### src/rtl/issue_pkg.sv
// Shared constants, types and the operand-read helper for the issue front end
// and the reservation stations it feeds.
package issue_pkg;

  localparam int NUM_RS   = 3;
  localparam int NUM_REGS = 8;
  localparam int DATA_W   = 16;
  localparam int TAG_W    = 3;
  localparam int REG_W    = 3;
  localparam int OP_W     = 3;

  localparam logic [TAG_W-1:0] NO_TAG = 3'd0;

  typedef enum logic [0:0] {
    IDLE     = 1'b0,
    DISPATCH = 1'b1
  } state_e;

  localparam logic [OP_W-1:0] OP_ADD = 3'd0;
  localparam logic [OP_W-1:0] OP_SUB = 3'd1;
  localparam logic [OP_W-1:0] OP_AND = 3'd2;
  localparam logic [OP_W-1:0] OP_OR  = 3'd3;
  localparam logic [OP_W-1:0] OP_XOR = 3'd4;
  localparam logic [OP_W-1:0] OP_SLL = 3'd5;
  localparam logic [OP_W-1:0] OP_SRL = 3'd6;
  localparam logic [OP_W-1:0] OP_MUL = 3'd7;

  typedef struct packed {
    logic [DATA_W-1:0] v;
    logic [TAG_W-1:0]  q;
  } operand_t;

  // A producer broadcasting this very cycle is forwarded instead of being waited on.
  function automatic operand_t read_operand(
    input logic [TAG_W-1:0]  qi,
    input logic [DATA_W-1:0] rf,
    input logic              cdb_valid,
    input logic [TAG_W-1:0]  cdb_tag,
    input logic [DATA_W-1:0] cdb_data
  );
    operand_t o;
    if (qi == NO_TAG) begin
      o.v = rf;
      o.q = NO_TAG;
    end else if (cdb_valid && (cdb_tag == qi)) begin
      o.v = cdb_data;
      o.q = NO_TAG;
    end else begin
      o.v = {DATA_W{1'b0}};
      o.q = qi;
    end
    return o;
  endfunction

endpackage

### src/rtl/reg_status_table.sv
// Architectural register file plus per-register producer tag (Qi), with
// two bypassed read ports, one rename port and associative CDB retirement.
module reg_status_table
  import issue_pkg::*;
(
  input  logic              clk_i,
  input  logic              rst_ni,
  input  logic [REG_W-1:0]  rd_a_idx_i,
  input  logic [REG_W-1:0]  rd_b_idx_i,
  output operand_t          rd_a_o,
  output operand_t          rd_b_o,
  input  logic              ren_en_i,
  input  logic [REG_W-1:0]  ren_idx_i,
  input  logic [TAG_W-1:0]  ren_tag_i,
  input  logic              cdb_valid_i,
  input  logic [TAG_W-1:0]  cdb_tag_i,
  input  logic [DATA_W-1:0] cdb_data_i
);

  logic [DATA_W-1:0] rf_q [NUM_REGS];
  logic [DATA_W-1:0] rf_d [NUM_REGS];
  logic [TAG_W-1:0]  qi_q [NUM_REGS];
  logic [TAG_W-1:0]  qi_d [NUM_REGS];

  assign rd_a_o = read_operand(qi_q[rd_a_idx_i], rf_q[rd_a_idx_i], cdb_valid_i, cdb_tag_i, cdb_data_i);
  assign rd_b_o = read_operand(qi_q[rd_b_idx_i], rf_q[rd_b_idx_i], cdb_valid_i, cdb_tag_i, cdb_data_i);

  // CDB retires matching entries first; a rename of the same register overrides Qi.
  always_comb begin
    for (int r = 0; r < NUM_REGS; r++) begin
      rf_d[r] = rf_q[r];
      qi_d[r] = qi_q[r];
      if (cdb_valid_i && (cdb_tag_i != NO_TAG) && (qi_q[r] == cdb_tag_i)) begin
        rf_d[r] = cdb_data_i;
        qi_d[r] = NO_TAG;
      end else begin
        rf_d[r] = rf_q[r];
      end
      if (ren_en_i && (ren_idx_i == REG_W'(r))) begin
        qi_d[r] = ren_tag_i;
      end else begin
        qi_d[r] = qi_d[r];
      end
    end
  end

  always_ff @(posedge clk_i or negedge rst_ni) begin
    if (!rst_ni) begin
      for (int r = 0; r < NUM_REGS; r++) begin
        rf_q[r] <= {DATA_W{1'b0}};
        qi_q[r] <= NO_TAG;
      end
    end else begin
      rf_q <= rf_d;
      qi_q <= qi_d;
    end
  end

endmodule

### src/rtl/issue_unit.sv
// Tomasulo issue stage: latches one instruction, allocates the lowest free
// reservation station and loads its operands, tracking busy state and stalls.
module issue_unit
  import issue_pkg::*;
(
  input  logic              clk_i,
  input  logic              rst_ni,
  input  logic              instr_valid_i,
  output logic              instr_ready_o,
  input  logic [OP_W-1:0]   instr_opcode_i,
  input  logic [REG_W-1:0]  instr_rd_i,
  input  logic [REG_W-1:0]  instr_rs_i,
  input  logic [REG_W-1:0]  instr_rt_i,
  input  logic              cdb_valid_i,
  input  logic [TAG_W-1:0]  cdb_tag_i,
  input  logic [DATA_W-1:0] cdb_data_i,
  input  logic [NUM_RS-1:0] rs_done_i,
  output logic [NUM_RS-1:0] rs_enable_o,
  output logic [OP_W-1:0]   rs_opcode_o,
  output logic [DATA_W-1:0] rs_vj_o,
  output logic [DATA_W-1:0] rs_vk_o,
  output logic [TAG_W-1:0]  rs_qj_o,
  output logic [TAG_W-1:0]  rs_qk_o,
  output logic [NUM_RS-1:0] rs_busy_o,
  output logic [15:0]       stall_count_o
);

  state_e            state_q, state_d;
  logic              ready_q;
  logic              latch_en_s;
  logic [OP_W-1:0]   op_q;
  logic [REG_W-1:0]  rd_q, rs_q, rt_q;
  logic [NUM_RS-1:0] busy_q, busy_d;
  logic [NUM_RS-1:0] enable_q;
  logic [OP_W-1:0]   rs_opcode_q;
  logic [DATA_W-1:0] vj_q, vk_q;
  logic [TAG_W-1:0]  qj_q, qk_q;
  logic [15:0]       stall_q, stall_d;
  logic [NUM_RS-1:0] free_s, alloc_oh_s;
  logic [TAG_W-1:0]  alloc_tag_s;
  logic              alloc_s;
  operand_t          opj_s, opk_s;

  reg_status_table u_rst (
    .clk_i       (clk_i),
    .rst_ni      (rst_ni),
    .rd_a_idx_i  (rs_q),
    .rd_b_idx_i  (rt_q),
    .rd_a_o      (opj_s),
    .rd_b_o      (opk_s),
    .ren_en_i    (alloc_s),
    .ren_idx_i   (rd_q),
    .ren_tag_i   (alloc_tag_s),
    .cdb_valid_i (cdb_valid_i),
    .cdb_tag_i   (cdb_tag_i),
    .cdb_data_i  (cdb_data_i)
  );

  // Lowest-index free station wins; stations freed this cycle are not yet visible.
  always_comb begin
    free_s      = ~busy_q;
    alloc_oh_s  = {NUM_RS{1'b0}};
    alloc_tag_s = NO_TAG;
    for (int i = NUM_RS - 1; i >= 0; i--) begin
      if (free_s[i]) begin
        alloc_oh_s  = NUM_RS'(1) << i;
        alloc_tag_s = TAG_W'(i) + 3'd1;
      end else begin
        alloc_oh_s  = alloc_oh_s;
      end
    end
    alloc_s = (state_q == DISPATCH) && (|free_s);
  end

  always_comb begin
    state_d    = state_q;
    latch_en_s = 1'b0;
    stall_d    = stall_q;
    case (state_q)
      IDLE: begin
        if (instr_valid_i) begin
          state_d    = DISPATCH;
          latch_en_s = 1'b1;
        end else begin
          state_d    = IDLE;
        end
      end
      DISPATCH: begin
        if (alloc_s) begin
          state_d = IDLE;
        end else if (stall_q != 16'hFFFF) begin
          stall_d = stall_q + 16'd1;
        end else begin
          stall_d = stall_q;
        end
      end
      default: state_d = IDLE;
    endcase
    busy_d = (busy_q & ~rs_done_i) | (alloc_s ? alloc_oh_s : {NUM_RS{1'b0}});
  end

  always_ff @(posedge clk_i or negedge rst_ni) begin
    if (!rst_ni) begin
      state_q     <= IDLE;
      ready_q     <= 1'b1;
      op_q        <= 3'd0;
      rd_q        <= 3'd0;
      rs_q        <= 3'd0;
      rt_q        <= 3'd0;
      busy_q      <= {NUM_RS{1'b0}};
      enable_q    <= {NUM_RS{1'b0}};
      rs_opcode_q <= 3'd0;
      vj_q        <= 16'd0;
      vk_q        <= 16'd0;
      qj_q        <= NO_TAG;
      qk_q        <= NO_TAG;
      stall_q     <= 16'd0;
    end else begin
      state_q  <= state_d;
      ready_q  <= (state_d == IDLE);
      busy_q   <= busy_d;
      stall_q  <= stall_d;
      enable_q <= alloc_s ? alloc_oh_s : {NUM_RS{1'b0}};
      if (latch_en_s) begin
        op_q <= instr_opcode_i;
        rd_q <= instr_rd_i;
        rs_q <= instr_rs_i;
        rt_q <= instr_rt_i;
      end
      if (alloc_s) begin
        rs_opcode_q <= op_q;
        vj_q        <= opj_s.v;
        qj_q        <= opj_s.q;
        vk_q        <= opk_s.v;
        qk_q        <= opk_s.q;
      end
    end
  end

  assign instr_ready_o = ready_q;
  assign rs_enable_o   = enable_q;
  assign rs_opcode_o   = rs_opcode_q;
  assign rs_vj_o       = vj_q;
  assign rs_vk_o       = vk_q;
  assign rs_qj_o       = qj_q;
  assign rs_qk_o       = qk_q;
  assign rs_busy_o     = busy_q;
  assign stall_count_o = stall_q;

endmodule

### config.mk
export PLATFORM = sky130hd
export DESIGN_NAME = issue_unit
export DESIGN_NICKNAME = d
export VERILOG_FILES = /design/src/rtl/issue_pkg.sv /design/src/rtl/reg_status_table.sv /design/src/rtl/issue_unit.sv
export SDC_FILE = /design/constraint.sdc
export NUM_CORES = 1
export LEC_CHECK = 0
export BUFFER_PORTS_ARGS = -buffer_cell sky130_fd_sc_hd__buf_4
export CORE_MARGIN = 3
export CORE_UTILIZATION = 55
export DETAILED_ROUTE_END_ITERATION = 12
export GPL_ROUTABILITY_DRIVEN = 0
export MAX_ROUTING_LAYER = met4
export PLACE_DENSITY = 0.74
export SLEW_MARGIN = 20
export SYNTH_ARGS = -nofsm -noshare
export SYNTH_HDL_FRONTEND = slang
export SYNTH_HIERARCHICAL = 1
export SYNTH_SLANG_ARGS = --single-unit
### constraint.sdc
create_clock -name clk_i -period 3 [get_ports clk_i]
set_clock_uncertainty 0.15 [all_clocks]
set_input_delay 0.3 -clock clk_i [delete_from_list [all_inputs] [get_ports clk_i]]
set_output_delay 0.3 -clock clk_i [all_outputs]
set_load 0.01 [all_outputs]
==> results.yml <==
outcome:
  status: "finished clean"
timing:
  drv_slew: 0
  hold_viol: 0
  rsz0062_at_grt: "no"
  slew_headroom_pct: 34.1
  fin_setup_tns_ns: 0
  timing.fmax_mhz: 366
  tightest_slew_ns: 0.982
  min_period_ns: 2.73
  final.setup.worst_slack_ns: 0.271
  setup_viol: 0
  timing.final.crit_share_pct: 91.0
cts:
  h-tree-depth: 1
  clk_pin_slew_ns: 0.06
  cts_sinks: 229
  clk_path_buf_depth: 3
  cts_tree: "done"
  insertion_delay_ns: 0.52
  ctsRootBufferMaster: "clkbuf_16"
  cts_setup_buffers: 0
  cts_resized: 0
  cts_hold_buf: 32
  numCtsBuffers: 25
setup_path:
  end_kind: "flip-flop"
  required_ns: 3.29
  path_cells: "mux4_2, mux2i_2, nand4_1, a211o_1, a21oi_4, buf_4, o2bb2ai_1, mux2_2"
  start_kind: "flip-flop"
  critical_path_class: "flip-flop to flip-flop"
  cpPeakStageDelay_ns: 0.55
  cp_slowest_cell: "mux4_2"
  cp_max_fo: 15
  worstPathArrival_ns: 3.02
die:
  die_area_um2: 23700
  start_util_pct: 56.6
  io_pins: 102
  die_w_um: 154
  core_area_um2: 21200
  rows: 53
  die_h_um: 154
power_and_ir_drop:
  ir_worst_vdd_mv: 0.478
  clkPwrFrac_pct: 22.5
  p_seq_share_pct: 40.1
  power_uw: 13600
  power_density_nw_per_um2: 947
  p_comb_share_pct: 37.4
  p_sw_share_pct: 32.7
  p_switching_uw: 4450
  p_leak_uw: 0.00623
  power.internal_uw: 9140
placement:
  io_buffers: 101
  hpwl_mm: 18.1
  dp.cells: 1229
  dpl_worst_slack_ns: 0.278
global_route:
  grt_max_degree: 86
  grt_pass1_wl_mm: 46.0
  grt_usage_pct: 24.9
  overflow: 0
  antenna_found_initial: 1
  grt_pass1_vias: 8168
yosys:
  syn_area_um2: 12000
  synth_flop_cell: "dfrtp_1"
  syn-instance-count: 885
  synth.top_cells.by_count: "228 x dfrtp_1, 187 x mux2_2, 72 x mux4_2"
  yosysTopAreaCell: "dfrtp_1"
  synth_edf_count: 0
  synth_nets: 924
  yosysTopAreaCellShare_pct: 47.5
  synth.distinct_cells: 46
  synth.area.top_cells: "dfrtp_1 47%, mux2_2 18%, mux4_2 13%"
  syn_area_per_cell_um2: 13.6
  synthArstFlopShare_pct: 100
  yosys_warnings: 6
  seq_area_frac_synth_pct: 47.7
  yosysMostFrequentCell: "dfrtp_1"
  synth_seq_cells: 229
drt:
  routed_via_density: 6.15
  wl_per_cell_um: 21.8
  routed_wirelength_mm: 28.5
  antenna_left: 0
  drtPass1Iterations: 4
  drt_first_iter_violations: 514
  vias: 8044
  drcViolationCount: 0
final_layout:
  final_nets: 1052
  syn_to_final_growth_pct: 19.4
  drive_above_1_share_pct: 45.5
  instances_no_fill: 1307
flow_run:
  max_cap_viol_count: 0
worst_hold_path:
  hold_class: "input port to flip-flop"
## routing by layer
layer	vias up	wire length (µm)	global-route usage (%)
met5	-	0	-
met4	0	442	5.13
met2	199	14000	39.8
met3	40	1260	2.70
met1	4261	12800	35.5
li1	3544	-	-
## stage by stage
step | hold WS (ns) | instance area, µm² | util [%]
2_1_floorplan | -0.146 | 12000 | -
3_3_place_gp | 0.183 | 13200 | 62.2
5_1_grt | 0.122 | 14300 | 67.6
6_report | 0.103 | 14300 | 67.6
3_5_place_dp | 0.182 | 13200 | 62.2
4_1_cts | 0.0995 | 14300 | 67.6
## kinds of logic (layout without fill, tap and decap cells)
group	count (synthesis)	count (layout)	synth area share [%]
muxes	299	299	34.4
DFF	229	229	47.7
and+or+nand+nor	160	160	7.05
AOI/OAI and AO/OA	77	77	4.74
buffers and inverters	77	223	2.99
xor gates and xnor gates	41	41	2.99
adders and majority gates	1	1	0.104
other	1	2	0.0312
## worst max-delay path, delay by kind of cell (launching register included)
| family | cells | cell delay (ns) |
|---|---|---|
| AND/OR/NAND/NOR | 1 | 0.13 |
| AO/OA/AOI/OAI | 3 | 0.64 |
| multiplexers | 3 | 0.91 |
| buffers and inverters | 1 | 0.29 |
| flip-flops | 1 | 0.52 |
## registers in the layout, summed over array words and instances (netlist names), 3 cells and up
register and count:
u_rst/rf_q 128, u_rst/qi_q 24, rs_vj_o 16, rs_vk_o 16, stall_count_o 16, op_q 3
rd_q 3, rs_busy_o 3, rs_enable_o 3, rs_opcode_o 3, rs_q 3, rs_qj_o 3
rs_qk_o 3, rt_q 3
## cell type report
type / instances / area, µm²
Timing Repair Buffer: 170 / 1410
Clock buffer: 33 / 706
Multi-Input combinational cell: 579 / 6000
Clock inverter: 12 / 118
Sequential cell: 229 / 5730
Inverter: 8 / 30.0
Fill cell: 1519 / 6870
Tap cell: 275 / 344
Antenna cell: 1 / 2.50
## worst paths after layout
check                                   start           endpoint  slack (ns)  depth (start not counted)
worst max-delay path                  rs_q[0]         rs_vj_o[4]        0.27                          8
worst min-delay path            instr_valid_i      instr_ready_o        0.10                          3
worst max register to register        rs_q[0]         rs_vj_o[4]        0.27                          8
worst min register to register        op_q[1]            op_q[1]        0.35                          1
max in group asynchronous              rst_ni         rs_vk_o[4]        1.65                          3
min in group asynchronous              rst_ni  stall_count_o[12]        0.20                          2
## power by group through the flow
stage                     Sequential (µW)  Clock, µW  Combinational [µW]
after floorplan                      5160          0                3630
after global placement               5370          0                4900
after detailed placement             5460          0                5030
after CTS                            5420       3120                5100
after global routing                 5610       3260                5480
final                                5450       3060                5080
## cells in the final DEF, fill, tap and decap left out, drive strengths merged, types with 2 or more instances in the layout
cell / Yosys / routed
dfrtp: 228 / 228
mux2: 187 / 187
buf: 52 / 138
mux4: 72 / 72
nand2: 69 / 69
mux2i: 40 / 40
clkbuf: 17 / 33
dlygate4sd3: 0 / 32
xor2: 30 / 30
o2bb2ai: 30 / 30
o21ai: 29 / 29
nor2: 25 / 25
nand4: 13 / 13
nand3: 11 / 11
xnor2: 11 / 11
nor4: 11 / 11
nor2b: 9 / 9
inv: 8 / 8
clkinv: 0 / 7
nor3: 6 / 6
and3: 5 / 5
a21oi: 5 / 5
and4: 4 / 4
clkinvlp: 0 / 3
nand2b: 3 / 3
bufinv: 0 / 2
a22oi: 2 / 2
a2bb2oi: 2 / 2
a31o: 2 / 2
or2: 2 / 2
a211o: 2 / 2
(Power assumes the default switching activity.)
